## src/rtl/satalnk_txcont_if.sv

```systemverilog
// satalnk_txcont_if: upstream word stream and PHY-side output of the TX CONT encoder
interface satalnk_txcont_if;
   logic        s_valid;
   logic        s_ready;
   logic        s_primitive;
   logic [31:0] s_data;
   logic        o_primitive;
   logic [31:0] o_data;
   logic        o_align;
   modport master (output s_valid, s_primitive, s_data, input s_ready, o_primitive, o_data, o_align);
   modport slave (input s_valid, s_primitive, s_data, output s_ready, o_primitive, o_data, o_align);
endinterface

```

## src/rtl/satalnk_txcont.sv

```systemverilog
// satalnk_txcont: SATA TX CONT compression and periodic ALIGN insertion.
// Define SATALNK_TXCONT_LFSR_EN to scramble junk words with an LFSR (zeros otherwise).
module satalnk_txcont #(
   parameter logic [31:0] P_ALIGN      = 32'h7B4A_4ABC,
   parameter logic [31:0] P_CONT       = 32'h9999_AA7C,
   parameter logic [31:0] P_SYNC       = 32'hB5B5_957C,
   parameter int          ALIGN_PERIOD = 256
) (
   input logic             i_clk,
   input logic             i_reset,
   input logic             i_cfg_continue_en,
   satalnk_txcont_if.slave lnk
);
   localparam int CW = $clog2(ALIGN_PERIOD);
   logic [CW-1:0] cnt_q, cnt_d;
   logic [1:0]    run_q, run_d, run_n;
   logic [31:0]   last_q, last_d, data_q, data_d, item, junk;
   logic          last_data_q, last_data_d, prim_q, prim_d, align_q, align_d;
   logic          align_slot, take, item_prim, same, special;
`ifdef SATALNK_TXCONT_LFSR_EN
   logic [31:0]   lfsr_q, lfsr_d;
   assign junk = lfsr_q;
`else
   assign junk = '0;
`endif
   assign align_slot      = cnt_q >= CW'(ALIGN_PERIOD - 2);
   assign lnk.s_ready     = !i_reset && !align_slot;
   assign lnk.o_primitive = prim_q;
   assign lnk.o_data      = data_q;
   assign lnk.o_align     = align_q;
   always_comb begin
      take        = lnk.s_valid && lnk.s_ready;
      item_prim   = take ? lnk.s_primitive : 1'b1;
      item        = take ? lnk.s_data : (last_data_q ? P_SYNC : last_q);
      // an idle SYNC that follows data always starts a fresh run
      same        = (item == last_q) && (take || !last_data_q);
      special     = (item == P_ALIGN) || (item == P_CONT);
      run_n       = (!i_cfg_continue_en || !same) ? 2'd1 : (run_q == 2'd3 ? 2'd3 : run_q + 2'd1);
      cnt_d       = (cnt_q == CW'(ALIGN_PERIOD - 1)) ? '0 : cnt_q + 1'b1;
      run_d       = run_q;
      last_d      = last_q;
      last_data_d = last_data_q;
      prim_d      = 1'b1;
      data_d      = item;
      align_d     = 1'b0;
`ifdef SATALNK_TXCONT_LFSR_EN
      lfsr_d      = lfsr_q;
`endif
      if (align_slot) begin
         data_d  = P_ALIGN;
         align_d = 1'b1;
         run_d   = 2'd0;
      end else if (!item_prim) begin
         prim_d      = 1'b0;
         run_d       = 2'd0;
         last_data_d = 1'b1;
      end else if (special) begin
         run_d = 2'd0;
      end else begin
         run_d       = run_n;
         last_d      = item;
         last_data_d = 1'b0;
         if (run_n == 2'd3 && run_q == 2'd3) begin
            prim_d = 1'b0;
            data_d = junk;
`ifdef SATALNK_TXCONT_LFSR_EN
            lfsr_d = {lfsr_q[30:0], lfsr_q[31] ^ lfsr_q[21] ^ lfsr_q[1] ^ lfsr_q[0]};
`endif
         end else if (run_n == 2'd3) begin
            data_d = P_CONT;
         end
      end
   end
   always_ff @(posedge i_clk) begin
      if (i_reset) begin
         cnt_q       <= '0;
         run_q       <= 2'd0;
         last_q      <= P_SYNC;
         last_data_q <= 1'b0;
         prim_q      <= 1'b1;
         data_q      <= P_SYNC;
         align_q     <= 1'b0;
`ifdef SATALNK_TXCONT_LFSR_EN
         lfsr_q      <= 32'hFFFF_FFFF;
`endif
      end else begin
         cnt_q       <= cnt_d;
         run_q       <= run_d;
         last_q      <= last_d;
         last_data_q <= last_data_d;
         prim_q      <= prim_d;
         data_q      <= data_d;
         align_q     <= align_d;
`ifdef SATALNK_TXCONT_LFSR_EN
         lfsr_q      <= lfsr_d;
`endif
      end
   end
endmodule

```

## src/flat_wrapper.sv

```systemverilog
// flat-port wrapper written by rule: the top's interface ports become plain ports
module satalnk_txcont_flat 
#(
   parameter logic [31:0] P_ALIGN      = 32'h7B4A_4ABC,
   parameter logic [31:0] P_CONT       = 32'h9999_AA7C,
   parameter logic [31:0] P_SYNC       = 32'hB5B5_957C,
   parameter int          ALIGN_PERIOD = 256
)
  (i_clk, i_reset, i_cfg_continue_en, lnk_s_valid, lnk_s_primitive, lnk_s_data, lnk_s_ready, lnk_o_primitive, lnk_o_data, lnk_o_align);
  satalnk_txcont_if lnk_i ();
  input logic i_clk;
  input logic i_reset;
  input logic i_cfg_continue_en;
  input wire logic [$bits(lnk_i.s_valid)-1:0] lnk_s_valid;
  input wire logic [$bits(lnk_i.s_primitive)-1:0] lnk_s_primitive;
  input wire logic [$bits(lnk_i.s_data)-1:0] lnk_s_data;
  output wire logic [$bits(lnk_i.s_ready)-1:0] lnk_s_ready;
  output wire logic [$bits(lnk_i.o_primitive)-1:0] lnk_o_primitive;
  output wire logic [$bits(lnk_i.o_data)-1:0] lnk_o_data;
  output wire logic [$bits(lnk_i.o_align)-1:0] lnk_o_align;
  assign lnk_i.s_valid = lnk_s_valid;
  assign lnk_i.s_primitive = lnk_s_primitive;
  assign lnk_i.s_data = lnk_s_data;
  assign lnk_s_ready = lnk_i.s_ready;
  assign lnk_o_primitive = lnk_i.o_primitive;
  assign lnk_o_data = lnk_i.o_data;
  assign lnk_o_align = lnk_i.o_align;
  satalnk_txcont #(.P_ALIGN(P_ALIGN), .P_CONT(P_CONT), .P_SYNC(P_SYNC), .ALIGN_PERIOD(ALIGN_PERIOD)) u_core (.i_clk(i_clk), .i_reset(i_reset), .i_cfg_continue_en(i_cfg_continue_en), .lnk(lnk_i));
endmodule
```

## config.mk

```make
export PLATFORM = sky130hd
export DESIGN_NAME = satalnk_txcont_flat
export DESIGN_NICKNAME = d
export VERILOG_FILES = /design/src/rtl/satalnk_txcont_if.sv /design/src/rtl/satalnk_txcont.sv /design/src/flat_wrapper.sv
export SDC_FILE = /design/constraint.sdc
export NUM_CORES = 1
export LEC_CHECK = 0
export ABC_AREA = 1
export ABC_CLOCK_PERIOD_IN_PS = 4000
export CORE_MARGIN = 1
export CORE_UTILIZATION = 58
export CTS_CLUSTER_SIZE = 8
export DETAILED_ROUTE_END_ITERATION = 6
export GPL_ROUTABILITY_DRIVEN = 0
export HOLD_SLACK_MARGIN = 0.1
export PLACE_DENSITY = 0.95
export SYNTH_ARGS = -nofsm -noshare
export SYNTH_HDL_FRONTEND = slang
export SYNTH_SLANG_ARGS = --single-unit
```

## constraint.sdc

```tcl
create_clock -name i_clk -period 4 [get_ports i_clk]
set_input_delay 1 -clock i_clk [delete_from_list [all_inputs] [get_ports i_clk]]
set_output_delay 1 -clock i_clk [all_outputs]
set_load 0.1 [all_outputs]
```

Word level (Yosys, flattened, before mapping)
Cells that the tools add are included.
Widths: inputs -> output; s select.
- register bits after elaboration: 77
- bits in writable memories: 0
- ROM bits: 0
- word-level logic and storage cells: 54
- memories kept: 0
- latch bits: 0
- input port bits: 37
- output and inout bits: 35
- $add $sub $neg: 2
- reduce and logical (&&, ||, !) cells: 17
- bitwise gates (word level): 3
- divide/modulo/power cells: 0
- equal/unequal tests: 7
- magnitude comparators: 1
- shift-type cells: 0
- $mul: 0
- multiplexer cells: 16
- operators with widths (kind ; count):
    $mux 32 ; 7
    $eq 32x31->1 const B ; 1
    $eq 32x32->1 ; 1
    $eq 32x32->1 const B ; 1
    $add 8x1->8 const B ; 1
    $eq 8x8->1 const B ; 1
    $ge 8x8->1 const B ; 1
    $mux 1 ; 7
    $logic_not 1->1 ; 5
    $eq 2x2->1 const B ; 2
    $logic_and 1x1->1 ; 4
    $mux 2 ; 2
    $reduce_or 2->1 ; 2
    $reduce_or 4->1 ; 1
    $logic_or 1x1->1 ; 3
    $not 1->1 ; 3
    $reduce_and 3->1 ; 1
    $add 2x1->2 const B ; 1
    $ne 2x2->1 const B ; 1
    $reduce_and 2->1 ; 1

Logic depth before layout (Yosys ltp)
Gate-level depths: netlist of the first run.
- depth after elaboration: 16
- gate-level depth with buffers: 22
- mapped depth without buffers: 19

Worst setup path before layout of the first run
No wires, ideal clock.
- path type: input to output
- start: in i_reset
- end: out lnk_s_ready
- required time: 3.000 ns
- path slack: 0.500 ns
- stages: 5
- buffers on the path: 2
- arrival: 2.500 ns
- cell sequence: inv_2 > buf_2 > nand2_1 > inv_1 > clkbuf_1
- word-level cells in the longest chain between the ends: 2
- RTL lines (what ; RTL line ; text):
    from (decl) ; flat_wrapper.sv:12 ; input logic i_reset;
    $logic_not 1->1 ; satalnk_txcont.sv:27 ; assign lnk.s_ready = !i_reset && !align_slot;
    $logic_and 1x1->1 ; satalnk_txcont.sv:27 ;
    to (decl) ; flat_wrapper.sv:17 ; output wire logic [$bits(lnk_i.s_ready)-1:0] lnk_s_ready;
Every way passes these cells.

Worst setup path in the final report of the first run
Same ends and word-level chain as after synthesis.

==> metrics, run 1 <==
I/O pins=72; root buf cell=clkbuf_8; CP max stage delay=0.50 ns; Max-slew headroom=34.9%; hold depth=1; crit end category=output port; CP max-delay cell=clkdlybuf4s50_1; critical path class=in2out; Avg WL per Cell=~15 microns; crit path DAT=about 2.6 ns; Post-CTS Setup Bufs=0; Tcrit/Tclk final=around nine tenths; Setup TNS Final=0 ns; Synth cell types=38; Storage cell area=1540 sq um; GRT Total Usage=35.2%; CP top delay family=buffers and inverters; # rows=31; most used cell, CP=buf_4; R2R Setup Slk=approximately 0.8 ns; critical path depth=7; number of diodes=0; post_cts resized=0; Final ANT Viol Nets=0; Buf/Inv on CP=6; Mapped Cells=700; hold-fix buffers at CTS=0; Multi-input gate area=between 2000 and 2500 sq um; max_cap viols=0; Avg Cell Area, Syn=6.34 sq um; Critical Path RT=3.00 ns; port bufs=71; R2R depth=19; CP max FO=20; number of global-route vias before repair=between 4,000 and 5,000; TritonCTS clock tree=done; worst-margin pin slew=between 0.9 and 1 ns; clk_lat worst skew=approximately 0.36 ns; CTS buffer count=9; die height=89.5 microns; Vias=5,029; Core Util, Final=approximately 74%; CTS max path bufs=2; clock sinks=between 70 and 80; worst path cell trace=clkdlybuf4s50_1 -> inv_2 -> buf_4 -> buf_4 -> nand2_1 -> inv_1 -> buf_12; Leak=between 2 and 3 nW; Initial Utilization=60.6%; setup violators final=0; clock-pin slew on the worst setup and hold paths=approximately 0.080 ns; die area=between 8000 and 9000 sq um; #FFs+latches synth=between 70 and 80; Net Count, Synth=739; Die X-Extent=89.5 microns; DRC=0; final max-slew violation count=0; Peak VDD IR=179 uV; Seq/Total Area, Yosys=a little over a third; layout cells sized above 1=under 10%; routed wire length=13,300 microns; Via-to-Cell Ratio=between 5 and 6; initial drt markers=a little under 900; initial antenna violation count=0; first-pass GRT wire length=between 20,000 and 25,000 microns; total core area=7330 sq um; P per Cell Area=between 300 and 400 nW/um^2; DRT Pass-1 Iters=7; # fillers=527; Area Overhead vs Synth=22.0%; Startpoint Class=input pin; status=finished clean; min Tclk post-route=3.64 ns; DPL Wire Length=approximately 9400 microns; RSZ-0062 raised after global routing=no; Max Clk Rate=275 MHz; Netlist Area Pre-Place=between 4000 and 5000 sq um; largest net degree at the start of global routing=47; Tightest Hold Check Type=reg2reg; Final Hold Vio Count=0; aggregate global routing overflow=0; Worst Clk Skew=between 0.01 and 0.015 ns; Synth Warn #=0; Net count, final=800; htree depth=3
layout make-up:
cell class | count | area share (%)
Timing Repair Buffer | 84 | 15.3
Multi-Input combinational cell | 500 | 43.8
Sequential cell | 77 | 28.5
Clock inverter | 6 | 1.62
Inverter | 89 | 6.17
Tap cell | 99 | 2.29
Clock buffer | 10 | 2.36
power by group:
group          total [mW]  switching (mW)  internal [mW]
clock network       0.652           0.300          0.352
registers           0.831          0.0232          0.808
logic               0.524           0.368          0.156
total                2.01           0.691           1.32
placed cells by master, fill, tap and decap left out, types with 11 or more instances in the layout:
cell	n
nand2_1	190
nor2_1	101
inv_1	83
dfxtp_1	77
clkdlybuf4s50_1	70
nand3_1	62
nand4_1	42
a21oi_1	32
o21ai_0	13
buf_4	12
o22ai_1	11
metrics by stage:
stage	total power, mW	instance area [sq um]	cells	setup WS, ns	hold slack [ns]
2_1_floorplan	1.21	4440	700	0.500	0.430
4_1_cts	1.99	5420	865	0.423	0.478
5_1_grt	2.08	5420	865	0.349	0.493
6_report	2.01	5420	865	0.363	0.472
3_5_place_dp	1.36	5200	849	0.288	0.459
3_3_place_gp	1.34	5200	849	0.382	0.443
final timing paths:
| path | from | end |
|---|---|---|
| hold reg to reg | u_core.cnt_q[0]$_SDFF_PP0_ | u_core.cnt_q[0]$_SDFF_PP0_ |
| setup / recovery | i_reset | lnk_s_ready |
| setup reg to reg | u_core.cnt_q[0]$_SDFF_PP0_ | u_core.lnk.o_data[31]$_SDFF_PP1_ |
| hold / removal | u_core.cnt_q[0]$_SDFF_PP0_ | u_core.cnt_q[0]$_SDFF_PP0_ |
registers in the layout (all words and copies together) (netlist names):
| signal | count |
|---|---|
| u_core.lnk.o_primitive | 1 |
| u_core.last_data_q | 1 |
| u_core.run_q | 2 |
| u_core.lnk.o_data | 32 |
| u_core.cnt_q | 8 |
| u_core.last_q | 32 |
| u_core.lnk.o_align | 1 |
cell families after synthesis:
kind of cell / Yosys count / synth area share [%]
xor gates and xnor gates: 3 / 0.592
buffers and inverters: 123 / 11.9
adders and majority gates: 2 / 0.563
DFF: 77 / 34.7
AOI/OAI and AO/OA: 66 / 8.42
and+or+nand+nor: 429 / 43.8
routing by layer:
layer | share of wire, % | global-route usage, %
met1 | 37 | 44.9
met2 | 46 | 55.2
met3 | 13 | 6.83
met4 | 4.3 | 21.4
met5 | 0 | 0
synth_stat cells, drive strengths merged:
master  count  area share, %
a21boi      1           0.17
a21oi      32            3.6
a22oi       1           0.17
buf        21            3.3
clkbuf     13            1.1
clkinv      2           0.17
dfxtp      77             35
ha          2           0.56
inv        87            7.4
nand2     199             17
nand3      65            7.8
nand3b      9            1.5
nand4      44            6.7
nor2      105            9.3
nor2b       1           0.14
nor3        2           0.23
nor3b       3           0.51
o21a        1           0.17
o21ai      20            2.8
o22ai      11            1.5
or2         1           0.14
xnor2       1           0.20
xor2        2           0.39
(Power assumes the default switching activity.)
==> run 2, diff against run 1 <==
Settings changed: CTS_CLUSTER_SIZE 8 to default, GPL_ROUTABILITY_DRIVEN 0 to default.
==> run 2 against run 1 <==
  * Critical endpoint is now u_core.lnk.o_data[31]$_SDFF_PP1_
  * Count of clock-buffer cells in the layout increased by 1
  * Fmax increased by 3.0%
  * The run now ends with design-rule violations left
  * Die area unchanged
  * Clock power increased by 12%
==> metrics, run 2 (synthesis gave the netlist of run 1 again) <==
status=complete, but fails checks; failing checks=design-rule violations; Startpoint Class=input pin; first-pass GRT wire length=approximately 22,000 microns; Via-to-Cell Ratio=between 5 and 6; die area=8010 sq um; Max-slew headroom=between 30 and 40%; clock-pin slew on the worst setup and hold paths=approximately 0.080 ns; number of global-route vias before repair=between 4,000 and 5,000; worst-margin pin slew=around 0.98 ns; R2R Setup Slk=approximately 0.85 ns; # fillers=about 520; number of diodes=0; DRT Pass-1 Iters=7; # rows=31; Tcrit/Tclk final=roughly 88%; reg2reg start=u_core.cnt_q[0]$_SDFF_PP0_; layout cells sized above 1=around 7.6%; TritonCTS clock tree=done; I/O pins=72; aggregate global routing overflow=0; initial antenna violation count=0; final max-slew violation count=0; total power=about 2.1 mW; htree depth=3; hold-fix buffers at CTS=0; Worst Clk Skew=a little under 0.02 ns; crit path DAT=approximately 3.8 ns; CP max FO=40; initial drt markers=between 1,000 and 1,500; total core area=around 7300 sq um; Placed Cells=850; DRC=15; hold depth=1; R2R depth=19; Setup TNS Final=0 ns; Worst Setup Slack, final=0.470 ns; R2R Path End=u_core.lnk.o_data[31]$_SDFF_PP1_; post_cts resized=0; Tightest Hold Check Type=reg2reg; Final Non-Filler Cells=between 800 and 900; worst hold endpoint=u_core.cnt_q[0]$_SDFF_PP0_; final instance area=about 5400 sq um; Net count, final=roughly 800; Setup WS pre-CTS=0.226 ns; Final Hold Vio Count=0; most frequent cells in the layout=nand2_1 (190), nor2_1 (101), inv_1 (83); Final Wtd Congestion=approximately 0.99; Post-CTS Setup Bufs=0; port bufs=71; setup violators final=0; Post-DP Area=about 5200 sq um; clock sinks=77; DPL Wire Length=about 9400 microns; Peak VDD IR=~160 uV; leading cell type in the layout, fill and taps excluded=nand2_1; P per Cell Area=383 nW/um^2; CTS max path bufs=2; die height=89.5 microns; max_cap viols=0; clk_lat worst skew=0.37 ns; Initial Utilization=between 60% and 70%; Critical Path RT=between 4 and 5 ns; crit end category=register; Avg WL per Cell=~15 microns; min Tclk post-route=approximately 3.5 ns; Vias=just over 5,000; Leak=between 2 and 3 nW; Max Clk Rate=between 200 and 300 MHz; Min-Delay Startpoint=u_core.cnt_q[0]$_SDFF_PP0_; root buf cell=clkbuf_8; critical path class=in2reg; largest net degree at the start of global routing=47; GRT Total Usage=between 30 and 40%; CTS buffer count=9; Final ANT Viol Nets=0; routed wire length=~13,000 microns; Die X-Extent=89.5 microns; Area Overhead vs Synth=22.7%; RSZ-0062 raised after global routing=no
run 2: cell types whose count changed in the layout (fill, tap and decap cells not counted):
cell	change
bufinv_16	+1
clkinv_2	-2
clkbuf_1	+1
buf_4	+1
clkinv_4	-1
inv_6	+1
run 2: layout make-up:
cell class              instances  area [sq um]  area share, %
multi-input cells             500          2370           43.5
flip-flops and latches         77          1540           28.3
repair buffers                 85           838           15.4
inverters                      89           334           6.13
clock buffers                  11           131           2.41
well taps                      99           124           2.27
clock inverters                 5           108           1.98
run 2: stage by stage:
step / hold slack (ns) / util, %
5_1_grt: 0.536 / 74.3
2_1_floorplan: 0.430 / -
6_report: 0.472 / 74.3
4_1_cts: 0.481 / 74.3
3_3_place_gp: 0.443 / 71.1
3_5_place_dp: 0.463 / 71.1
run 2: power by group:
group / internal [mW] / switching [mW] / leakage, nW
Clock: 0.419 / 0.308 / 0.118
Sequential: 0.808 / 0.0233 / 0.633
Combinational: 0.156 / 0.371 / 1.93
Total: 1.38 / 0.702 / 2.68
run 2: critical path, stage by stage:
cell	delay, ns
clkdlybuf4s50_1	0.57
buf_4	0.43
nand4_1	0.21
nand3_1	0.14
nand2_1	0.09
nor2_1	0.17
nand2_1	0.07
nor2_1	0.10
nand2_1	0.12
nor2_4	0.22
nand4_2	0.36
nand3_1	0.21
nand2_1	0.07
run 2: routing by layer:
metal / track usage (%) / part of all wire (%)
met5: 0 / 0
met4: 18.2 / 5.2
met3: 9.70 / 13
met2: 56.0 / 44
met1: 45.1 / 37
run 2: how the worst max path moves through the flow:
stage / from / end / slack, ns / depth (start not counted)
after floorplan: i_reset / lnk_s_ready / 0.50 / 5
after CTS: lnk_s_valid / u_core.lnk.o_data[31]$_SDFF_PP1_ / 0.58 / 13
after global routing: lnk_s_valid / u_core.lnk.o_data[31]$_SDFF_PP1_ / 0.27 / 13
after global placement: lnk_s_valid / u_core.lnk.o_data[26]$_SDFF_PP1_ / 0.28 / 13
after detailed placement: lnk_s_valid / u_core.lnk.o_data[18]$_SDFF_PP1_ / 0.23 / 13
final: lnk_s_valid / u_core.lnk.o_data[31]$_SDFF_PP1_ / 0.47 / 13
==> run 3, diff against run 2 <==
Settings changed: ABC_AREA 1 to default, CORE_ASPECT_RATIO from default to 2, CORE_UTILIZATION 58 to 56, PLACE_DENSITY 0.95 to 0.94.
==> run 3 against run 2 <==
  * The run now ends clean
  * Clock power is 0.8% lower
  * Area after synthesis is 14% lower
  * Fmax is 3.9% lower
  * Sequential share of layout area is 2.7 points higher
  * Power is 3.1% lower
  * Core utilization is 0.86 points higher
  * Final cell count is 29% lower
  * Critical path type unchanged
  * Largest cell class unchanged
  * Largest power group unchanged
  * Highest routed layer unchanged
==> metrics, run 3 <==
DPL Wire Length=between 9000 and 10,000 microns; Leak=around 1.9 nW; number of global-route vias before repair=3,907; layout cells sized above 1=around a tenth; Worst Clk Skew=about 0.0052 ns; Avg Cell Area, Syn=about 8.5 sq um; Setup TNS Final=0 ns; P per Cell Area=a little over 400 nW/um^2; Tightest Hold Check Type=reg2reg; Avg WL per Cell=21.0 microns; Net count, final=about 570; critical path class=in2reg; Via-to-Cell Ratio=6.42; total core area=roughly 6600 sq um; Final Wtd Congestion=0.968; hold-fix buffers at CTS=0; I/O pins=72; initial drt markers=between 300 and 400; Startpoint Class=input pin; status=finished clean; crit end category=register; htree depth=3; number of diodes=0; Synth Flop Type=dfxtp_1; Initial Utilization=just under 60%; # fillers=530; CP max FO=10; first-pass GRT wire length=20,200 microns; Setup WS pre-CTS=between 0.01 and 0.015 ns; final instance area=roughly 5000 sq um; clk_lat worst skew=between 0.3 and 0.4 ns; Netlist Area Pre-Place=~3800 sq um; port bufs=around 70; Die X-Extent=around 61 microns; Peak VDD IR=294 uV; CTS max path bufs=2; initial antenna violation count=0; Multi-input gate area=between 2000 and 2500 sq um; DRT Pass-1 Iters=5; Synth Warn #=0; aggregate global routing overflow=0; largest net degree at the start of global routing=36; final max-slew violation count=0; Net Count, Synth=between 400 and 500; Synth cell types=62; # rows=42; hold slack=roughly 0.48 ns; root buf cell=clkbuf_16; top-count cell post-synth=dfxtp_1; reg2reg start=u_core.last_q[9]$_SDFFE_PP0P_; Max-slew headroom=33.8%; RSZ-0062 raised after global routing=no; TritonCTS clock tree=done; Core Util, Final=75.2%; Setup crit start=lnk_s_data[23]; Commonest cells post-synth=dfxtp_1 (77), nor2_1 (38), nand2_1 (34); Tcrit/Tclk final=91.8%; crit path DAT=~3.9 ns; clock sinks=77; Synth async-reset ratio=0%; Final Hold Vio Count=0; leading cell type in the layout, fill and taps excluded=dfxtp_1; setup violators final=0; post-synth top area share=between 40 and 50%; min Tclk post-route=roughly 3.7 ns; Min-Delay Startpoint=u_core.cnt_q[0]$_SDFF_PP0_; die height=roughly 120 microns; Max Clk Rate=around 270 MHz; DRC=0; Area Overhead vs Synth=29.6%; post_cts resized=0; Worst Setup Slack, final=between 0.3 and 0.4 ns; EDFF count, synth=0; worst-margin pin slew=between 0.9 and 1 ns; Synth area leader=dfxtp_1; Critical Path RT=roughly 4.2 ns; Mapped Cells=450; Final ANT Viol Nets=0; routed wire length=~13,000 microns; clock-pin slew on the worst setup and hold paths=approximately 0.06 ns; largest cells by area after synthesis=dfxtp_1 (40%), xor2_1 (4.1%), nor2_1 (3.7%); die area=between 7000 and 8000 sq um; max_cap viols=0; Post-CTS Setup Bufs=0; CTS buffer count=9; Post-DP Area=4720 sq um; most frequent cells in the layout=dfxtp_1 (77), clkdlybuf4s50_1 (70), nor2_1 (38); GRT Total Usage=between 30% and 40%; Vias=~4,000; #FFs+latches synth=77; Storage cell area=~1500 sq um; Seq/Total Area, Yosys=about two fifths
run 3: cell types whose count changed in the layout (fill, tap and decap cells not counted), sizes merged, moves of 14 or more:
cell / delta
inv: -66
nand4: -33
nor2: -67
nand3: -55
xor2: +16
nor3: +14
nand2: -164
run 3: kinds of logic (layout without fill, tap and decap cells):
group,Yosys count,in the layout,share of synthesized area (%)
DFF,77,77,40.1
buffers and inverters,52,133,5.86
AOI/OAI and AO/OA,128,128,24.3
and+or+nand+nor,170,170,24.2
xor gates and xnor gates,21,21,4.79
adders and majority gates,2,2,0.652
run 3: path summary, 6_finish.rpt:
kind | end | slack [ns] | cells past startpoint
worst max-delay path | u_core.lnk.o_data[5]$_SDFF_PP1_ | 0.33 | 8
worst min-delay path | u_core.cnt_q[0]$_SDFF_PP0_ | 0.48 | 1
worst max register to register | u_core.lnk.o_data[5]$_SDFF_PP1_ | 1.14 | 7
worst min register to register | u_core.cnt_q[0]$_SDFF_PP0_ | 0.48 | 1
run 3: layout make-up:
cell class,instances,area share [%]
inverter,23,1.73
tap,88,2.21
clock inverter,5,0.553
clock buffer,11,4.68
multi-input combinational,321,41.7
sequential,77,31.0
timing repair buffer,94,18.2
run 3: metrics by stage:
step	power, mW	cells
global placement	1.30	603
finish	2.02	619
CTS	2.02	619
global route	2.08	619
floorplan	1.15	450
detailed placement	1.31	603
run 3: worst max-delay path, stage by stage:
cell and delay [ns]:
clkdlybuf4s50_1 0.43, or4b_1 0.53, or4_4 0.56, a2111oi_4 0.33, a22oi_2 0.21, and3_1 0.29
a31oi_2 0.39, o21ai_1 0.13
run 3: layer usage:
| metal | share of wire, % | vias up | wire length [microns] | global-route usage [%] |
|---|---|---|---|---|
| met3 | 6.1 | 83 | 790 | 7.38 |
| li1 | - | 1825 | - | - |
| met1 | 34 | 1842 | 4390 | 40.0 |
| met4 | 9.3 | 0 | 1210 | 29.8 |
| met2 | 51 | 226 | 6590 | 64.7 |
| met5 | 0 | - | 0 | 0 |
run 3: power breakdown:
group / total, mW / internal (mW) / switching, mW
registers: 0.846 / 0.808 / 0.0372
logic: 0.454 / 0.150 / 0.304
clock network: 0.721 / 0.415 / 0.306
